<file path="src/rtl/seg_scan_ctrl.sv">
// Eight-digit multiplexed 7-segment scanner with a frame-synchronous shadow
// register, per-digit blanking and optional leading-zero suppression.
module seg_scan_ctrl #(
  parameter int unsigned CLK_DIV = 50000
) (
  input  logic        clk,
  input  logic        rst,
  input  logic [31:0] value,
  input  logic        load,
  input  logic [7:0]  blank_mask,
  input  logic        lz_en,
  output logic [6:0]  seg,
  output logic [7:0]  an,
  output logic        pending,
  output logic        frame_done
);

  localparam logic [19:0] DIV_LAST = 20'(CLK_DIV - 1);

  logic [19:0] presc_q, presc_d;
  logic [2:0]  idx_q, idx_d;
  logic [31:0] shadow_q, shadow_d;
  logic [31:0] disp_q, disp_d;
  logic        pending_q, pending_d;
  logic [6:0]  seg_q, seg_d;
  logic [7:0]  an_q, an_d;

  logic        tick;
  logic        boundary;
  logic [7:0]  upper_nz;
  logic [3:0]  nib;
  logic        dark;

  assign tick     = (presc_q == DIV_LAST);
  assign boundary = tick && (idx_q == 3'd7);

  // upper_nz[i] is set when any of nibbles i..7 is non-zero
  generate
    for (genvar gi = 0; gi < 8; gi++) begin : g_upper
      assign upper_nz[gi] = |disp_q[31:4*gi];
    end
  endgenerate

  assign nib  = disp_q[{idx_q, 2'b00} +: 4];
  assign dark = blank_mask[idx_q] | (lz_en & (idx_q != 3'd0) & ~upper_nz[idx_q]);

  always_comb begin
    presc_d   = tick ? 20'd0 : presc_q + 20'd1;
    idx_d     = tick ? idx_q + 3'd1 : idx_q;
    shadow_d  = load ? value : shadow_q;
    disp_d    = disp_q;
    pending_d = pending_q;
    // The boundary consumes the shadow as it stood before a coincident load
    if (boundary && pending_q) begin
      disp_d    = shadow_q;
      pending_d = 1'b0;
    end
    if (load) begin
      pending_d = 1'b1;
    end
  end

  always_comb begin
    seg_d = 7'b0000000;
    case (nib)
      4'h0: seg_d = 7'b1111110;
      4'h1: seg_d = 7'b0110000;
      4'h2: seg_d = 7'b1101101;
      4'h3: seg_d = 7'b1111001;
      4'h4: seg_d = 7'b0110011;
      4'h5: seg_d = 7'b1011011;
      4'h6: seg_d = 7'b1011111;
      4'h7: seg_d = 7'b1110000;
      4'h8: seg_d = 7'b1111111;
      4'h9: seg_d = 7'b1111011;
      4'hA: seg_d = 7'b1110111;
      4'hB: seg_d = 7'b0011111;
      4'hC: seg_d = 7'b1001110;
      4'hD: seg_d = 7'b0111101;
      4'hE: seg_d = 7'b1001111;
      4'hF: seg_d = 7'b1000111;
      default: seg_d = 7'b0000000;
    endcase
    an_d = ~(8'h01 << idx_q);
    if (dark) begin
      seg_d = 7'b0000000;
      an_d  = 8'hFF;
    end
  end

  always_ff @(posedge clk) begin
    if (rst) begin
      presc_q   <= '0;
      idx_q     <= '0;
      shadow_q  <= '0;
      disp_q    <= '0;
      pending_q <= 1'b0;
      seg_q     <= 7'b0000000;
      an_q      <= 8'hFF;
    end else begin
      presc_q   <= presc_d;
      idx_q     <= idx_d;
      shadow_q  <= shadow_d;
      disp_q    <= disp_d;
      pending_q <= pending_d;
      seg_q     <= seg_d;
      an_q      <= an_d;
    end
  end

  assign seg        = seg_q;
  assign an         = an_q;
  assign pending    = pending_q;
  assign frame_done = boundary & ~rst;

endmodule

</file>
<file path="config.mk">
export PLATFORM = sky130hd
export DESIGN_NAME = seg_scan_ctrl
export DESIGN_NICKNAME = d
export VERILOG_FILES = /design/src/rtl/seg_scan_ctrl.sv
export SDC_FILE = /design/constraint.sdc
export NUM_CORES = 1
export LEC_CHECK = 0
export BUFFER_PORTS_ARGS = -buffer_cell sky130_fd_sc_hd__buf_2
export CORE_MARGIN = 8
export CORE_UTILIZATION = 33
export CTS_CLUSTER_DIAMETER = 150
export DETAILED_ROUTE_END_ITERATION = 8
export HOLD_SLACK_MARGIN = 0.1
export PLACE_DENSITY = 0.56
export REMOVE_ABC_BUFFERS = 1
export SYNTH_ARGS = -nofsm -noshare
export SYNTH_HDL_FRONTEND = slang
export SYNTH_SLANG_ARGS = --single-unit
</file>
<file path="constraint.sdc">
create_clock -name clk -period 2.66 [get_ports clk]
set_input_delay 0 -clock clk [delete_from_list [all_inputs] [get_ports clk]]
set_output_delay 0 -clock clk [all_outputs]
set_load 0.005 [all_outputs]
</file>
==> results of run 1 <==
==> layout by cell type, fill, tap and decap left out, types with 3 or more instances in the layout <==
master / n
mux4_2: 5
xor2_1: 9
inv_1: 9
o22ai_1: 3
xnor2_1: 9
buf_4: 8
nor2b_1: 3
dlygate4sd3_1: 34
and2_1: 3
nor2_1: 92
nand4_1: 11
dfxtp_1: 103
nor3_1: 8
clkbuf_16: 9
buf_2: 60
mux4_1: 5
or4_1: 3
nand2_1: 13
mux2i_1: 70
ha_1: 14
a21oi_1: 6
nor4_1: 9
nand3_1: 12
==> synthesized netlist by cell type (3+ instances only) <==
| cell | instances | area share, % |
|---|---|---|
| nand3_1 | 12 | 1.3 |
| nor4_1 | 9 | 1.3 |
| nand4_1 | 11 | 1.5 |
| xnor2_1 | 9 | 1.8 |
| nor3_1 | 8 | 0.89 |
| a21oi_1 | 6 | 0.67 |
| inv_1 | 9 | 0.75 |
| nand2_1 | 13 | 1.1 |
| mux4_1 | 5 | 2.9 |
| buf_6 | 5 | 1.3 |
| ha_1 | 14 | 3.9 |
| clkbuf_1 | 13 | 1.1 |
| dfxtp_1 | 103 | 46 |
| o22ai_1 | 3 | 0.42 |
| mux4_2 | 5 | 2.5 |
| nor2_1 | 92 | 7.7 |
| and2_1 | 3 | 0.42 |
| nor2b_1 | 3 | 0.42 |
| xor2_1 | 9 | 1.8 |
| or4_1 | 3 | 0.50 |
| mux2i_1 | 70 | 16 |
==> layer usage <==
layer | wire length [µm] | track usage (%)
met5 | 0 | 0
met4 | 119 | 3.407
met3 | 408 | 3.444
met2 | 4359 | 17.46
met1 | 4868 | 15.32
==> sequential cells by signal, summed over array words and instances (netlist names) <==
signal / cells
disp_q: 32
idx_q: 3
seg: 7
an: 8
pending: 1
presc_q: 20
shadow_q: 32
==> cell families after synthesis <==
kind of cell / count (synthesis) / synth area share, %
and+or+nand+nor: 165 / 17.48
muxes: 83 / 22.27
adders and majority gates: 14 / 3.898
DFF: 103 / 45.88
AOI/OAI and AO/OA: 21 / 3.536
buffers and inverters: 30 / 3.424
xor gates and xnor gates: 18 / 3.508
==> timing repair <==
item                                    4_1_cts  5_1_grt
hold buffers                                 34        0
endpoints found under the hold margin        44        0
endpoints found under the setup margin        0        0
==> final timing paths <==
kind / from / to / slack (ps) / cells after the start
setup / recovery: idx_q[0]$_SDFFE_PP0N_ / seg[2]$_SDFF_PP0_ / 270 / 5
hold reg to reg: presc_q[0]$_SDFF_PP0_ / presc_q[0]$_SDFF_PP0_ / 470 / 1
hold / removal: lz_en / seg[4]$_SDFF_PP0_ / 140 / 3
setup reg to reg: idx_q[0]$_SDFFE_PP0N_ / seg[2]$_SDFF_PP0_ / 270 / 5
==> power by group <==
| group | internal [mW] | total, mW | switching, mW |
|---|---|---|---|
| Sequential | 1.58 | 1.60 | 0.0232 |
| Clock | 0.741 | 1.28 | 0.536 |
| Combinational | 0.104 | 0.181 | 0.0777 |
| Total | 2.43 | 3.06 | 0.637 |
==> worst max-delay path: stages, from the launching register on <==
cell and delay, ps:
dfxtp_1 560, buf_4 240, mux4_2 520, and2_4 180, a211o_1 360, a2111oi_1 390
==> cell type report <==
cell class	count	area, µm²	area share (%)
Timing Repair Buffer	103	720.7	12.86
Multi-Input combinational cell	301	2278	40.65
Tap cell	176	220.2	3.929
Sequential cell	103	2062	36.79
Clock inverter	4	47.55	0.8482
Inverter	10	37.54	0.6696
Clock buffer	10	239.0	4.263
==> reports/qor.txt, run 1 <==
synthesis-stage register bit count: 103
Fin Hold WS: 142.2 ps
Worst Slack Setup Final: 269.4 ps
fraction of layout cells with a size suffix above 1: 18.83%
post-synthesis sequential area ratio: 45.88%
Antenna Cells: 0
initial antenna violation count: 0
critical path endpoint category: flip-flop
post-CTS setup buffer count: 0
minimum clock period: 2391 ps
# H-tree levels: 3
yosys warns: 0
Fill cells: 1,278
Max Cap Violations: 0
design area: 5605 µm²
pre-CTS WS: 271.5 ps
library cells used by synthesis: 46
FP Rows: 42
die area: 17,610 µm²
CTS Buf Count: 9
CORE AREA: 13,300 µm²
Post-DP Area: 4979 µm²
post_cts resized: 0
Layout Skew: 5.794 ps
router iterations before antenna repair: 4
Die H: 132.7 µm
Clk pin slew, worst setup/hold paths: 70 ps
Min-Delay Path Class: input pin to flip-flop
EDFF count, synth: 0
Routed WL: 9756 µm
Peak VDD IR: 0.0003419 V
Mapped Area: 4494 µm²
largest net degree at the start of global routing: 36
status: finished, final reports clean
Synth async-reset ratio: 0%
root buf cell: clkbuf_16
hpwl dp: 7177 µm
Worst Setup Path Type: flip-flop to flip-flop
Final nets: 586
slew margin rel.: 34.01%
RSZ-0062 raised after global routing: false
CTS tree: yes
Mapped Cells: 434
worst-path fanout max: 8
I/O Buffers: 60
Starting DRT DRC Count: 141
post-layout util: 42.16%
GRT Total Usage: 11.49%
Placed Instances: 659
crit path launch type: flip-flop
IO Pins: 61
DR vias/cell: 4.720
global-route wire length before repair: 16,750 µm
Clock Latency Late Sink: 340 ps
Final Wtd Congestion: 0.7800
final setup fails: 0
wire length per cell: 13.80 µm
Power Total: 3.063 mW
GRT overflow: 0
vias in the first global route: 3,346
ys flop type: dfxtp_1
worst path arrival time: 2600 ps
Layout area overhead: 24.72%
Avg Inst Size Synth: 10.36 µm²
PwrDens: 546.4 nW/µm²
fin. max-slew vios: 0
Initial Util: 33.80%
final period utilization: 89.87%
DIE WIDTH: 132.7 µm
Required @ worst endpoint: 2870 ps
Peak Freq: 0.4183 GHz
antenna viol nets, final: 0
maximum clock insertion buffer count: 2
Remaining DRCs: 0
post-route setup TNS: 0 ps
clk sinks: 103
worst slew pin tran: 989.8 ps
final std cells w/o fill: 707
Final Hold Vio Count: 0
vias after detailed routing: 3,337
leak pwr: 2.592 nW
Power figures use the tool's default switching activity.
==> inputs of run 2 (changes only) <==
- CORE_UTILIZATION: 33 -> 57
- PLACE_DENSITY: 0.56 -> 0.84
- clock period: 2.66 -> 2.68 ns (I/O delays scaled with it)
==> run 2 against run 1 <==
Compared with the run above:
- critical path depth rose by 3
- sequential power is essentially flat
- via count increased by 5.2%
- clock skew is 11 ps higher
- die area decreased by 38%
- clock power decreased by 28%
- worst setup slack worse by 57 ps
- non-clock buffer count is 5 higher
- sequential cell count did not move
- critical path type unchanged
- wire length rose by 5.0%
- power down 12%
- sequential share of layout area is 0.82 points higher
==> reports/qor.txt, run 2 (same netlist as run 1, synthesis figures left out) <==
post-route setup TNS: 0 ps
worst path arrival time: 2710 ps
Fin Hold WS: 244.8 ps
hpwl dp: 6614 µm
I/O Buffers: 60
critical path endpoint category: flip-flop
PwrDens: 494.3 nW/µm²
fraction of layout cells with a size suffix above 1: 18.74%
status: finished, final reports clean
global-route wire length before repair: 16,740 µm
post-CTS setup buffer count: 0
GRT overflow: 0
RSZ-0062 raised after global routing: false
Min-Delay Path Class: input pin to flip-flop
Initial Util: 58.46%
FP Rows: 32
vias in the first global route: 3,589
clk sinks: 103
wire length per cell: 15.98 µm
Routed WL: 10,240 µm
router iterations before antenna repair: 5
antenna viol nets, final: 0
Remaining DRCs: 0
Regs by FF count: disp_q x32, shadow_q x32, presc_q x20
slew margin rel.: 37.72%
Worst Setup Path Type: flip-flop to flip-flop
commonest cells after routing, fill and taps aside: dfxtp_1 (103), nor2_1 (92), mux2i_1 (70), buf_2 (60), dlygate4sd3_1 (41)
Starting DRT DRC Count: 189
worst-path fanout max: 8
GRT Total Usage: 18.31%
crit path launch type: flip-flop
Final Hold Vio Count: 0
Layout Skew: 17.15 ps
largest net degree at the start of global routing: 34
final setup fails: 0
Power Total: 2.710 mW
final period utilization: 92.09%
Layout area overhead: 21.99%
DIE WIDTH: 104.8 µm
CORE AREA: 7687 µm²
vias after detailed routing: 3,509
Final nets: 592
Antenna Cells: 0
maximum clock insertion buffer count: 2
Clk pin slew, worst setup/hold paths: 100 ps
root buf cell: clkbuf_8
fin. max-slew vios: 0
worst slew pin tran: 934.2 ps
leak pwr: 2.586 nW
Required @ worst endpoint: 2920 ps
CTS tree: yes
Peak VDD IR: 0.0004157 V
# H-tree levels: 3
minimum clock period: 2468 ps
CTS Buf Count: 9
most common cell after layout, fill and taps aside: dfxtp_1
DR vias/cell: 5.474
Max Cap Violations: 0
Peak Freq: 0.4052 GHz
die area: 10,980 µm²
initial antenna violation count: 0
Clock Latency Late Sink: 370 ps
Final Wtd Congestion: 0.8437
Die H: 104.8 µm
IO Pins: 61
run 2: timing repair:
item                                    in CTS  in global routing
hold endpoints to repair                    44                  0
hold buffers                                41                  0
resized for setup                            0                  1
endpoints found under the setup margin       0                  3
run 2: path summary, 6_finish.rpt:
kind / startpoint / to / slack, ps / cells after the start
setup / recovery: idx_q[0]$_SDFFE_PP0N_ / seg[5]$_SDFF_PP0_ / 210 / 8
hold / removal: blank_mask[4] / an[3]$_SDFF_PP1_ / 240 / 4
setup reg to reg: idx_q[0]$_SDFFE_PP0N_ / seg[5]$_SDFF_PP0_ / 210 / 8
hold reg to reg: presc_q[0]$_SDFF_PP0_ / presc_q[0]$_SDFF_PP0_ / 490 / 1
run 2: power breakdown:
| part | total, mW | switching [mW] | internal [mW] |
|---|---|---|---|
| logic | 0.192 | 0.0822 | 0.110 |
| clock network | 0.924 | 0.527 | 0.396 |
| registers | 1.59 | 0.0253 | 1.57 |
run 2: layout make-up:
cell class              count  area, µm²
clock buffers              11      151.4
clock inverters             5      41.29
inverters                  10      37.54
flip-flops and latches    103       2062
well taps                 102      127.6
repair buffers            108      763.2
multi-input cells         302       2300
fillers                   544       2205
run 2: worst max-delay path: stages, from the launching register on:
cell	delay [ps]
dfxtp_1	600
mux4_1	630
nand2_1	80
and2_1	230
inv_1	120
ha_1	220
mux2_2	270
o2bb2ai_1	140
nor3_1	50
run 2: metal layers:
metal  track usage (%)  routed length [µm]
met1             20.40                4226
met2             32.90                5284
met3             5.835                 575
met4             4.587                 155
met5                 0                   0
run 2: through the flow:
stage	area [µm²]	std cells	setup slack, ps	utilization (%)
global placement	4858	583	322.3	63.20
detailed placement	4858	583	216.2	63.20
global route	5483	641	43.23	71.32
floorplan	4378	414	357.6	-
finish	5483	641	212.0	71.32
CTS	5461	640	183.5	71.04
==> inputs of run 3 (changes only) <==
- CORE_UTILIZATION: 57 -> 40
- PLACE_DENSITY: 0.84 -> 0.64
==> run 3 against run 2 <==
Compared with the run above:
- worst setup slack better by 41 ps
- die area is 36% higher
- via count is 1.0% lower
- clock skew is 6.2 ps lower
- non-clock buffer count is 5 higher
- largest cell class unchanged
==> reports/qor.txt, run 3 (same netlist as run 1, synthesis figures left out) <==
Max Used Layer: met4
clk sinks: 103
final setup fails: 0
Required @ worst endpoint: 2940 ps
worst slew pin tran: 992.4 ps
minimum clock period: 2427 ps
FP Rows: 38
hpwl dp: 6909 µm
Starting DRT DRC Count: 144
most common cell after layout, fill and taps aside: dfxtp_1
Antenna Cells: 0
vias in the first global route: 3,491
IO Pins: 61
Peak Freq: 0.4120 GHz
root buf cell: clkbuf_8
Max Cap Violations: 0
I/O Buffers: 60
worst-path fanout max: 9
final std cells w/o fill: 683
fraction of layout cells with a size suffix above 1: 18.23%
post-route setup TNS: 0 ps
# H-tree levels: 3
Placed Instances: 620
Critical Path Max Stage Delay: 600 ps
crit path launch type: flip-flop
Clk pin slew, worst setup/hold paths: 100 ps
DIE WIDTH: 122 µm
Met2 Routed Length: 4580 µm
leak pwr: 2.620 nW
Layout area overhead: 24.53%
commonest cells after routing, fill and taps aside: dfxtp_1 (103), nor2_1 (92), mux2i_1 (70), buf_2 (60), dlygate4sd3_1 (47)
worst path cell trace: mux4_1 -> nand2_1 -> and2_1 -> inv_1 -> ha_1 -> mux2_2 -> o2bb2ai_1 -> nor3_1
final period utilization: 90.58%
critical path endpoint category: flip-flop
Regs by FF count: disp_q x32, shadow_q x32, presc_q x20
Layout Skew: 10.99 ps
global-route wire length before repair: 16,660 µm
Initial Util: 41.28%
Peak VDD IR: 0.0002790 V
PwrDens: 517.2 nW/µm²
die area: 14,880 µm²
M1 WL: 4579 µm
GRT overflow: 0
CORE AREA: 10,890 µm²
Routed WL: 9776 µm
Final nets: 596
RSZ-0062 raised after global routing: false
DR vias/cell: 5.086
worst path arrival time: 2690 ps
Clock Latency Late Sink: 370 ps
slew margin rel.: 33.84%
CTS tree: yes
Final Hold Vio Count: 0
Worst Setup Path Type: flip-flop to flip-flop
initial antenna violation count: 0
vias after detailed routing: 3,474
Power Total: 2.894 mW
largest net degree at the start of global routing: 34
Min-Delay Path Class: input pin to flip-flop
GRT Total Usage: 13.69%
antenna viol nets, final: 0
status: finished, final reports clean
Fin Hold WS: 251.0 ps
critical path's slowest cell: mux4_1
CTS Buf Count: 9
Die H: 122 µm
Remaining DRCs: 0
WL met3: 466 µm
wire length per cell: 14.31 µm
post_cts resized: 0
Final Wtd Congestion: 0.8767
router iterations before antenna repair: 4
fin. max-slew vios: 0
maximum clock insertion buffer count: 2
## run 3: critical path: cells and delay by family, from the launching register on
kind | cells | cell delay, ps
AO/OA/AOI/OAI | 1 | 150
adder cells (fa/ha/maj) | 1 | 220
buffers and inverters | 1 | 120
flip-flops | 1 | 590
multiplexers | 2 | 860
AND/OR/NAND/NOR | 3 | 390
## run 3: through the flow
stage               setup slack (ps)  utilization [%]  cell area (µm²)
finish                         252.6            51.40             5597
CTS                            248.7            51.40             5597
global placement               366.9            44.99             4898
detailed placement             260.8            44.99             4898
global route                   22.57            51.40             5597
floorplan                      357.6                -             4378
## run 3: where the power goes
group          leakage, nW  internal, mW  total (mW)  switching (mW)
clock network        0.113         0.539        1.11           0.568
registers            0.839          1.57        1.59          0.0226
logic                 1.67         0.116       0.195          0.0790
## run 3: path summary, 6_finish.rpt
kind	startpoint	end	slack [ps]	depth (start not counted)
worst max-delay path	idx_q[0]$_SDFFE_PP0N_	seg[5]$_SDFF_PP0_	250	8
worst min-delay path	blank_mask[7]	an[7]$_SDFF_PP1_	250	4
worst max register to register	idx_q[0]$_SDFFE_PP0N_	seg[5]$_SDFF_PP0_	250	8
worst min register to register	presc_q[0]$_SDFF_PP0_	presc_q[0]$_SDFF_PP0_	480	1
## run 3: layer usage
| layer | GRT usage, % | vias up |
|---|---|---|
| met4 | 5.783 | 0 |
| met2 | 21.90 | 68 |
| li1 | - | 1740 |
| met1 | 17.29 | 1654 |
| met3 | 3.286 | 12 |
| met5 | 0 | - |
## run 3: layout make-up
cell class	instances	area, µm²
Fill cell	1008	5291
Multi-Input combinational cell	301	2278
Sequential cell	103	2062
Timing Repair Buffer	113	815.8
Tap cell	140	175.2
Clock buffer	9	123.9
Clock inverter	7	103.9
Inverter	10	37.54
## run 3: repair_timing
item / CTS / global route
setup buffers: 0 / 0
hold endpoints to repair: 45 / 0
hold buffers: 47 / 0
